`config.mk`:
```
export PLATFORM = sky130hd
export DESIGN_NAME = rpn_calc_fsm
export DESIGN_NICKNAME = d
export VERILOG_FILES = /design/src/rtl/rpn_calc_fsm.sv
export SDC_FILE = /design/constraint.sdc
export NUM_CORES = 1
export LEC_CHECK = 0
export ABC_AREA = 1
export CORE_MARGIN = 1.5
export CORE_UTILIZATION = 30
export DETAILED_ROUTE_END_ITERATION = 12
export GPL_TIMING_DRIVEN = 0
export PLACE_DENSITY = 0.52
export SETUP_SLACK_MARGIN = 0.05
export SLEW_MARGIN = 20
export SYNTH_ARGS = -nofsm -noshare
export SYNTH_HDL_FRONTEND = slang
export SYNTH_SLANG_ARGS = --single-unit
export TNS_END_PERCENT = 5
```
`constraint.sdc`:
```
create_clock -name clk -period 2.7 [get_ports clk]
set_clock_uncertainty 0.1 [all_clocks]
set_input_delay 0.54 -clock clk [delete_from_list [all_inputs] [get_ports clk]]
set_output_delay 0.54 -clock clk [all_outputs]
set_load 0.02 [all_outputs]
```
`src/rtl/rpn_calc_fsm.sv`:
```
// RPN calculator: operand stack with push, two-operand ALU ops, a one-level undo snapshot and error trap.
// An op commits one cycle after it is accepted; display is the only combinational output.
module rpn_calc_fsm #(
  parameter int C_WIDTH = 16,
  parameter int C_DEPTH = 4
) (
  input  logic                         clk,
  input  logic                         rst,
  input  logic                         enter,
  input  logic                         undo,
  input  logic                         op_mode,
  input  logic [C_WIDTH-1:0]           value,
  output logic [C_WIDTH-1:0]           display,
  output logic [3:0]                   flags,
  output logic [$clog2(C_DEPTH+1)-1:0] depth,
  output logic                         busy,
  output logic                         error
);

  localparam int DW = $clog2(C_DEPTH+1);

  typedef enum logic [1:0] {
    ST_READY = 2'd0,
    ST_EXEC  = 2'd1,
    ST_ERROR = 2'd2
  } state_t;

  state_t               state_q;
  logic [C_WIDTH-1:0]   stack_q [C_DEPTH];
  logic [DW-1:0]        depth_q;
  logic [3:0]           flags_q;
  logic                 busy_q;
  logic                 error_q;

  logic [C_WIDTH-1:0]   a_q;
  logic [C_WIDTH-1:0]   b_q;
  logic [1:0]           opc_q;

  logic                 snap_vld_q;
  logic                 snap_op_q;
  logic [DW-1:0]        snap_depth_q;
  logic [C_WIDTH-1:0]   snap_entry_q;
  logic [3:0]           snap_flags_q;

  logic [C_WIDTH-1:0]   top_d;
  logic [C_WIDTH-1:0]   second_d;
  logic [C_WIDTH-1:0]   res_d;
  logic [3:0]           res_flags_d;
  logic [C_WIDTH:0]     sum_d;
  logic [C_WIDTH:0]     diff_d;
  logic                 carry_d;
  logic                 ovf_d;

  // Integer compares avoid index wrap when depth is small.
  always_comb begin
    top_d    = '0;
    second_d = '0;
    for (int i = 0; i < C_DEPTH; i++) begin
      if (int'(depth_q) == i + 1) top_d = stack_q[i];
      if (int'(depth_q) == i + 2) second_d = stack_q[i];
    end
  end

  always_comb begin
    sum_d   = {1'b0, a_q} + {1'b0, b_q};
    diff_d  = {1'b0, a_q} - {1'b0, b_q};
    res_d   = '0;
    carry_d = 1'b0;
    ovf_d   = 1'b0;
    case (opc_q)
      2'b00: begin
        res_d   = sum_d[C_WIDTH-1:0];
        carry_d = sum_d[C_WIDTH];
        ovf_d   = (a_q[C_WIDTH-1] == b_q[C_WIDTH-1]) && (sum_d[C_WIDTH-1] != a_q[C_WIDTH-1]);
      end
      2'b01: begin
        res_d   = diff_d[C_WIDTH-1:0];
        carry_d = diff_d[C_WIDTH];
        ovf_d   = (a_q[C_WIDTH-1] != b_q[C_WIDTH-1]) && (diff_d[C_WIDTH-1] != a_q[C_WIDTH-1]);
      end
      2'b10:   res_d = a_q & b_q;
      default: res_d = a_q | b_q;
    endcase
    res_flags_d = {res_d[C_WIDTH-1], (res_d == '0), carry_d, ovf_d};
  end

  always_ff @(posedge clk) begin
    if (rst) begin
      state_q      <= ST_READY;
      depth_q      <= '0;
      flags_q      <= '0;
      busy_q       <= 1'b0;
      error_q      <= 1'b0;
      a_q          <= '0;
      b_q          <= '0;
      opc_q        <= '0;
      snap_vld_q   <= 1'b0;
      snap_op_q    <= 1'b0;
      snap_depth_q <= '0;
      snap_entry_q <= '0;
      snap_flags_q <= '0;
      for (int i = 0; i < C_DEPTH; i++) stack_q[i] <= '0;
    end else begin
      case (state_q)
        ST_READY: begin
          if (enter && !op_mode) begin
            if (int'(depth_q) == C_DEPTH) begin
              state_q <= ST_ERROR;
              error_q <= 1'b1;
            end else begin
              for (int i = 0; i < C_DEPTH; i++)
                if (int'(depth_q) == i) stack_q[i] <= value;
              depth_q      <= depth_q + DW'(1);
              snap_vld_q   <= 1'b1;
              snap_op_q    <= 1'b0;
              snap_depth_q <= depth_q;
              snap_entry_q <= second_d;
              snap_flags_q <= flags_q;
            end
          end else if (enter) begin
            if (int'(depth_q) < 2) begin
              state_q <= ST_ERROR;
              error_q <= 1'b1;
            end else begin
              a_q     <= second_d;
              b_q     <= top_d;
              opc_q   <= value[1:0];
              state_q <= ST_EXEC;
              busy_q  <= 1'b1;
            end
          end else if (undo && snap_vld_q) begin
            depth_q    <= snap_depth_q;
            flags_q    <= snap_flags_q;
            snap_vld_q <= 1'b0;
            if (snap_op_q) begin
              for (int i = 0; i < C_DEPTH; i++)
                if (int'(snap_depth_q) == i + 2) stack_q[i] <= snap_entry_q;
            end
          end
        end
        ST_EXEC: begin
          // The old top stays in its slot so an undo only needs to restore A.
          for (int i = 0; i < C_DEPTH; i++)
            if (int'(depth_q) == i + 2) stack_q[i] <= res_d;
          depth_q      <= depth_q - DW'(1);
          flags_q      <= res_flags_d;
          snap_vld_q   <= 1'b1;
          snap_op_q    <= 1'b1;
          snap_depth_q <= depth_q;
          snap_entry_q <= a_q;
          snap_flags_q <= flags_q;
          state_q      <= ST_READY;
          busy_q       <= 1'b0;
        end
        ST_ERROR: begin
          if (enter || undo) begin
            state_q <= ST_READY;
            error_q <= 1'b0;
          end
        end
        default: begin
          state_q <= ST_READY;
          busy_q  <= 1'b0;
          error_q <= 1'b0;
        end
      endcase
    end
  end

  always_comb begin
    display = '0;
    if (state_q == ST_ERROR)  display = '1;
    else if (!op_mode)        display = value;
    else if (depth_q != '0)   display = top_d;
  end

  assign flags = flags_q;
  assign depth = depth_q;
  assign busy  = busy_q;
  assign error = error_q;

endmodule

```
== After elaboration in Yosys (flattened, before gate mapping) ==
Memory sizes are Yosys's and may differ from the RTL's.
Cells that the tools add are included.

* Add/subtract/negate cells: 4
* $lt $le $gt $ge: 1
* Equal/unequal tests: 31
* Muxes and demuxes: 140
* Bitwise logic cells: 18
* Reduce and logical (&&, ||, !) cells: 19

{| class="wikitable"
|+ Operator list
! operator !! number
|-
| $mux 16 || 25
|-
| $mux 1 || 86
|-
| $pmux 16 s3 || 1
|-
| $pmux 16 s2 || 1
|-
| $eq 3x3->1 const B || 8
|-
| $mux 4 || 5
|-
| $mux 3 || 6
|-
| $ne 3x3->1 const B || 6
|-
| $add 16x16->17 || 1
|-
| $sub 16x16->17 || 1
|-
| $and 16x16->16 || 1
|-
| $logic_not 16->1 || 1
|-
| $ne 2x2->1 const B || 8
|-
| $or 16x16->16 || 1
|-
| $pmux 4 s2 || 2
|-
| $reduce_and 4->1 || 4
|-
| $or 1x1->1 || 12
|-
| $pmux 3 s2 || 2
|-
| $mux 2 || 5
|-
| $pmux 1 s2 || 5
|-
| $reduce_and 3->1 || 2
|-
| $reduce_and 5->1 || 1
|-
| $eq 2x1->1 const B || 2
|-
| $eq 2x2->1 const B || 2
|-
| other kinds (16) || 25
|}

* Register bits: 70
* Memory bits (writable): 64
* Output and inout bits: 25
* Logic and storage cells: 227
* Memories: 1

{| class="wikitable"
|+ Memories
! memory !! depth !! bits a word !! rd ports !! clocked after memory_dff !! wr ports !! line !! RTL
|-
| stack_q || 4 || 16 || 4 || 0 || 4 || 29 || <nowiki>logic [C_WIDTH-1:0] stack_q [C_DEPTH];</nowiki>
|}

== Longest topological paths before layout ==
* Depth in word-level cells: 11
* Mapped depth: 18
* Depth with buffers taken out: 18

== Worst setup path after synthesis ==
OpenSTA, ideal clock, no wires.

* Path kind: register -> output
* From: register depth_q[0] (netlist: depth[0])
* To: output port display[13]
* Data arrival time: 2.023 ns
* Setup slack: 0.037 ns
* Cell stages (with the launch flop): 10
* Path buffers: 2
* Cells stage by stage: dfxtp_1 > ha_1 > ha_1 > clkbuf_1 > inv_1 > buf_1 > nand3_1 > o211ai_1 > o21ai_0 > a221o_1

* Longest elaborated chain between the ends: 8
* Elaborated cells on any way between the ends: 12
* Those cells by class: eq/ne: 4; mux: 7; reduce/logical: 1

{| class="wikitable"
|+ Ends and longest elaborated chain
! what !! line !! RTL
|-
| start, declared || 30 || <nowiki>logic [DW-1:0] depth_q;</nowiki>
|-
| start signal, assigned || 113 || <nowiki>depth_q <= depth_q + DW'(1);</nowiki>
|-
| start signal, assigned || 132 || <nowiki>depth_q <= snap_depth_q;</nowiki>
|-
| start signal, assigned || 145 || <nowiki>depth_q <= depth_q - DW'(1);</nowiki>
|-
| $eq 3x2->1 || 59 || <nowiki>if (int'(depth_q) == i + 1) top_d = stack_q[i];</nowiki>
|-
| $mux 16 (4 in series) || 59 ||
|-
| $mux 16 (*) || 174 || <nowiki>else if (depth_q != '0) display = top_d;</nowiki>
|-
| $mux 16 (*) || 173 || <nowiki>else if (!op_mode) display = value;</nowiki>
|-
| $mux 16 (*) || 172 || <nowiki>if (state_q == ST_ERROR) display = '1;</nowiki>
|-
| end, declared || 13 || <nowiki>output logic [C_WIDTH-1:0] display,</nowiki>
|}

Mark *: on every way between the ends. The rest lies on a longest branch, timed or not.

== Worst setup path in the final report ==
* From: register depth_q[1] (netlist: depth[1])
* To: output port display[2]

The elaborated chain is that of the path after synthesis.

==> results.yml <==
status:
  status: "finished with violations"
  violations: "negative setup slack"
cts:
  cts_buffer_depth: 2
  clock_latency_ns: 0.44
  htree_levels: 4
  clock-sinks: 134
  tritoncts: "done"
  path_clk_slew_ns: 0.06
  root_buffer: "clkbuf_16"
  cts_made_buffers: 17
pwr:
  peakVddDrop_uv: 531
  power_uw: 13100
  power.leakage_uw: 0.00594
  power.density_nw_per_um2: 975
grt:
  grt_max_degree: 17
  grt_pass1_wl_microns: 60400
  grt_pass1_vias: 10300
  antenna_found_initial: 0
  gr-usage-all-layers: 0.233
  overflow: 0
synthesis:
  synth_compound_area_frac: 0.218
  syn-num-nets: 1537
  synth_xor_area_frac: 0.000874
  synthSimpleGateAreaFrac: 0.257
  synthAdderAreaFrac: 0.0714
  synthTopCellsByCount: "nand2_1, inv_1, nand3_1, a21oi_1, o21ai_0"
  synth_area_leader_cell: "edfxtp_1"
  yosys_warnings: 0
  synth_top_area_share: 0.192
  syn_area_per_cell_sq_um: 6.86
  netlist_area_sq_um: 10000
  synth_seq_area_share: 0.332
  ys_types: 42
  synth_edf_count: 64
  muxShareOfSynthArea: 0
  synth_top_family_by_area: "simple AND/OR/NAND/NOR gates"
  yosysMostFrequentCell: "nand2_1"
  synthTopCellsByArea: "edfxtp_1, dfxtp_1, nand2_1, inv_1, ha_1"
  synth_seq_cells: 134
  syn_inst: 1460
  ys.flop_type: "dfxtp_1"
  async_reset_ff_frac: 0
placed_design:
  place.gp.congestion: 0.928
  post-place-ws_ns: -1.32
  post-place-cells: 1945
  place_hpwl_microns: 31000
  io_buffers: 43
  dpl_cell_area_sq_um: 11000
worst_setup_path:
  cp.required_ns: 2.06
  critical_path_class: "flip-flop to output pin"
  startpoint: "depth[1]"
  end_kind: "output pin"
  r2r_slack_ns: -0.03
  startpoint_type: "flip-flop"
  reg2regPathDepth: 16
  critical_path.reg2reg.startpoint: "depth[1]"
  crit_arrival_ns: 2.42
  r2r_end: "stack_q[3][9]"
  critPathMaxFanout: 6
drt:
  drt-initial-drc-count: 1100
  ant_nets: 0
  vias: 10900
  vias_per_cell: 5.36
  routedWlPerCell_microns: 19.9
  route.final.wire_length_microns: 40400
  firstDrtPassIters: 5
  drc: 0
sta:
  timing.fmax_ghz: 0.327
  timing.final.crit_share: 1.13
  setup_viol: 20
  worst_slew_pin_slew_ns: 0.759
  fin_tns_setup_ns: -4.89
  maxSlewHeadroom: 0.494
  setup_ws_ns: -0.359
  drv_slew: 0
  rsz0062_at_grt: "yes"
  hold_viol_final: 0
  fin_crit_ns: 3.06
die:
  pin_count: 46
  die_y_microns: 186
  coreArea_sq_um: 32700
  initial_core_util: 0.306
  fp-row-count: 66
  die_width_microns: 186
  dieArea_sq_um: 34500
final_layout:
  antennaDiodeCount: 0
  layoutNonFillerInstCount: 2032
  area_growth_syn_to_layout_pct: 33.9
  drive_gt1_frac: 0.227
  design_area_sq_um: 13400
  nNetsFinal: 1654
hold_path:
  min_path_cells: 2
  hp-class: "flip-flop to flip-flop"
  min_from: "snap_flags_q[3]"
  holdPathEnd: "snap_flags_q[3]"
flow_run:
  drv_cap: 0
## power breakdown
group	switching (uW)	internal [uW]
logic	4890	2960
registers	302	2510
clock network	959	1450
## area by class of cell
type	count	area [sq um]
fillers	3452	19300
multi-input cells	1026	6550
flip-flops and latches	134	3370
repair buffers	100	903
inverters	217	842
plain buffers	81	597
well taps	442	553
clock buffers	22	517
clock inverters	10	88.8
## per-layer routing
metal / track usage / wire (microns)
met1: 0.330 / 18600
met3: 0.0380 / 2690
met5: 0 / 0
met2: 0.368 / 18300
met4: 0.0577 / 778
## sequential cells by signal, summed over array words and instances, names as in the netlist
name	flops
flags	4
stack_q	64
snap_depth_q	3
opc_q	2
depth	3
busy	1
error	1
snap_flags_q	4
snap_op_q	1
a_q	16
state_q	2
b_q	16
snap_entry_q	16
snap_vld_q	1
## what timing repair did
action,CTS,global route
buffers inserted,28,25
endpoints found under the setup margin,145,137
gates cloned,2,3
hold buffers,0,0
pin swaps,20,56
resized for setup,237,185
hold endpoints to repair,0,0
## worst max-delay path by stage
stage,end
6_report,display[2]
5_1_grt,display[4]
4_1_cts,display[6]
3_5_place_dp,display[4]
3_3_place_gp,display[4]
2_1_floorplan,display[10]
## worst max-delay path: stages, from the launching register on
cell and delay (ns):
dfxtp_4 0.38, inv_4 0.05, buf_6 0.11, ha_4 0.16, nand2_4 0.09, clkinvlp_4 0.23, clkbuf_16 0.26, o31ai_4 0.24
nand2_1 0.08, o211ai_1 0.17, buf_4 0.21
## cells in the final DEF, fill, tap and decap left out, types with 6 or more instances in the layout
cell	Yosys	routed
o221ai_1	15	15
a22oi_1	11	11
a221oi_1	32	13
a21oi_2	0	10
a221oi_4	0	14
nand3_1	130	112
buf_2	31	17
nand2_4	1	11
nand3_2	1	15
dfxtp_2	0	11
ha_1	54	45
edfxtp_1	64	64
nand4_1	16	16
nor2_1	95	75
nor2_4	3	13
nand2_1	327	292
buf_4	5	67
nor3_1	10	6
inv_4	0	7
clkbuf_4	0	6
o211ai_1	32	32
clkdlybuf4s50_1	0	27
dfxtp_1	70	51
dfxtp_4	0	8
buf_12	0	6
nor2_2	6	16
clkbuf_16	0	23
ha_4	0	9
o22ai_1	9	9
a21oi_1	120	109
o31ai_4	0	15
inv_1	208	193
buf_6	3	17
o21ai_1	9	12
clkbuf_1	39	27
o21ai_0	114	107
inv_2	9	16
nand2_2	3	28
## per-stage QoR
stage | util | hold WS [ns]
after floorplan | - | 0.330
after global placement | 0.337 | 0.343
after detailed placement | 0.337 | 0.352
after CTS | 0.387 | 0.361
after global routing | 0.410 | 0.380
final | 0.410 | 0.359
## cell families after synthesis
logic type / count (synthesis)
simple gates: 603
compound gates: 366
buf+inv: 300
flops: 134
fa+ha+maj: 56
xor+xnor: 1
Note: power is estimated with default switching activity, not from simulation.
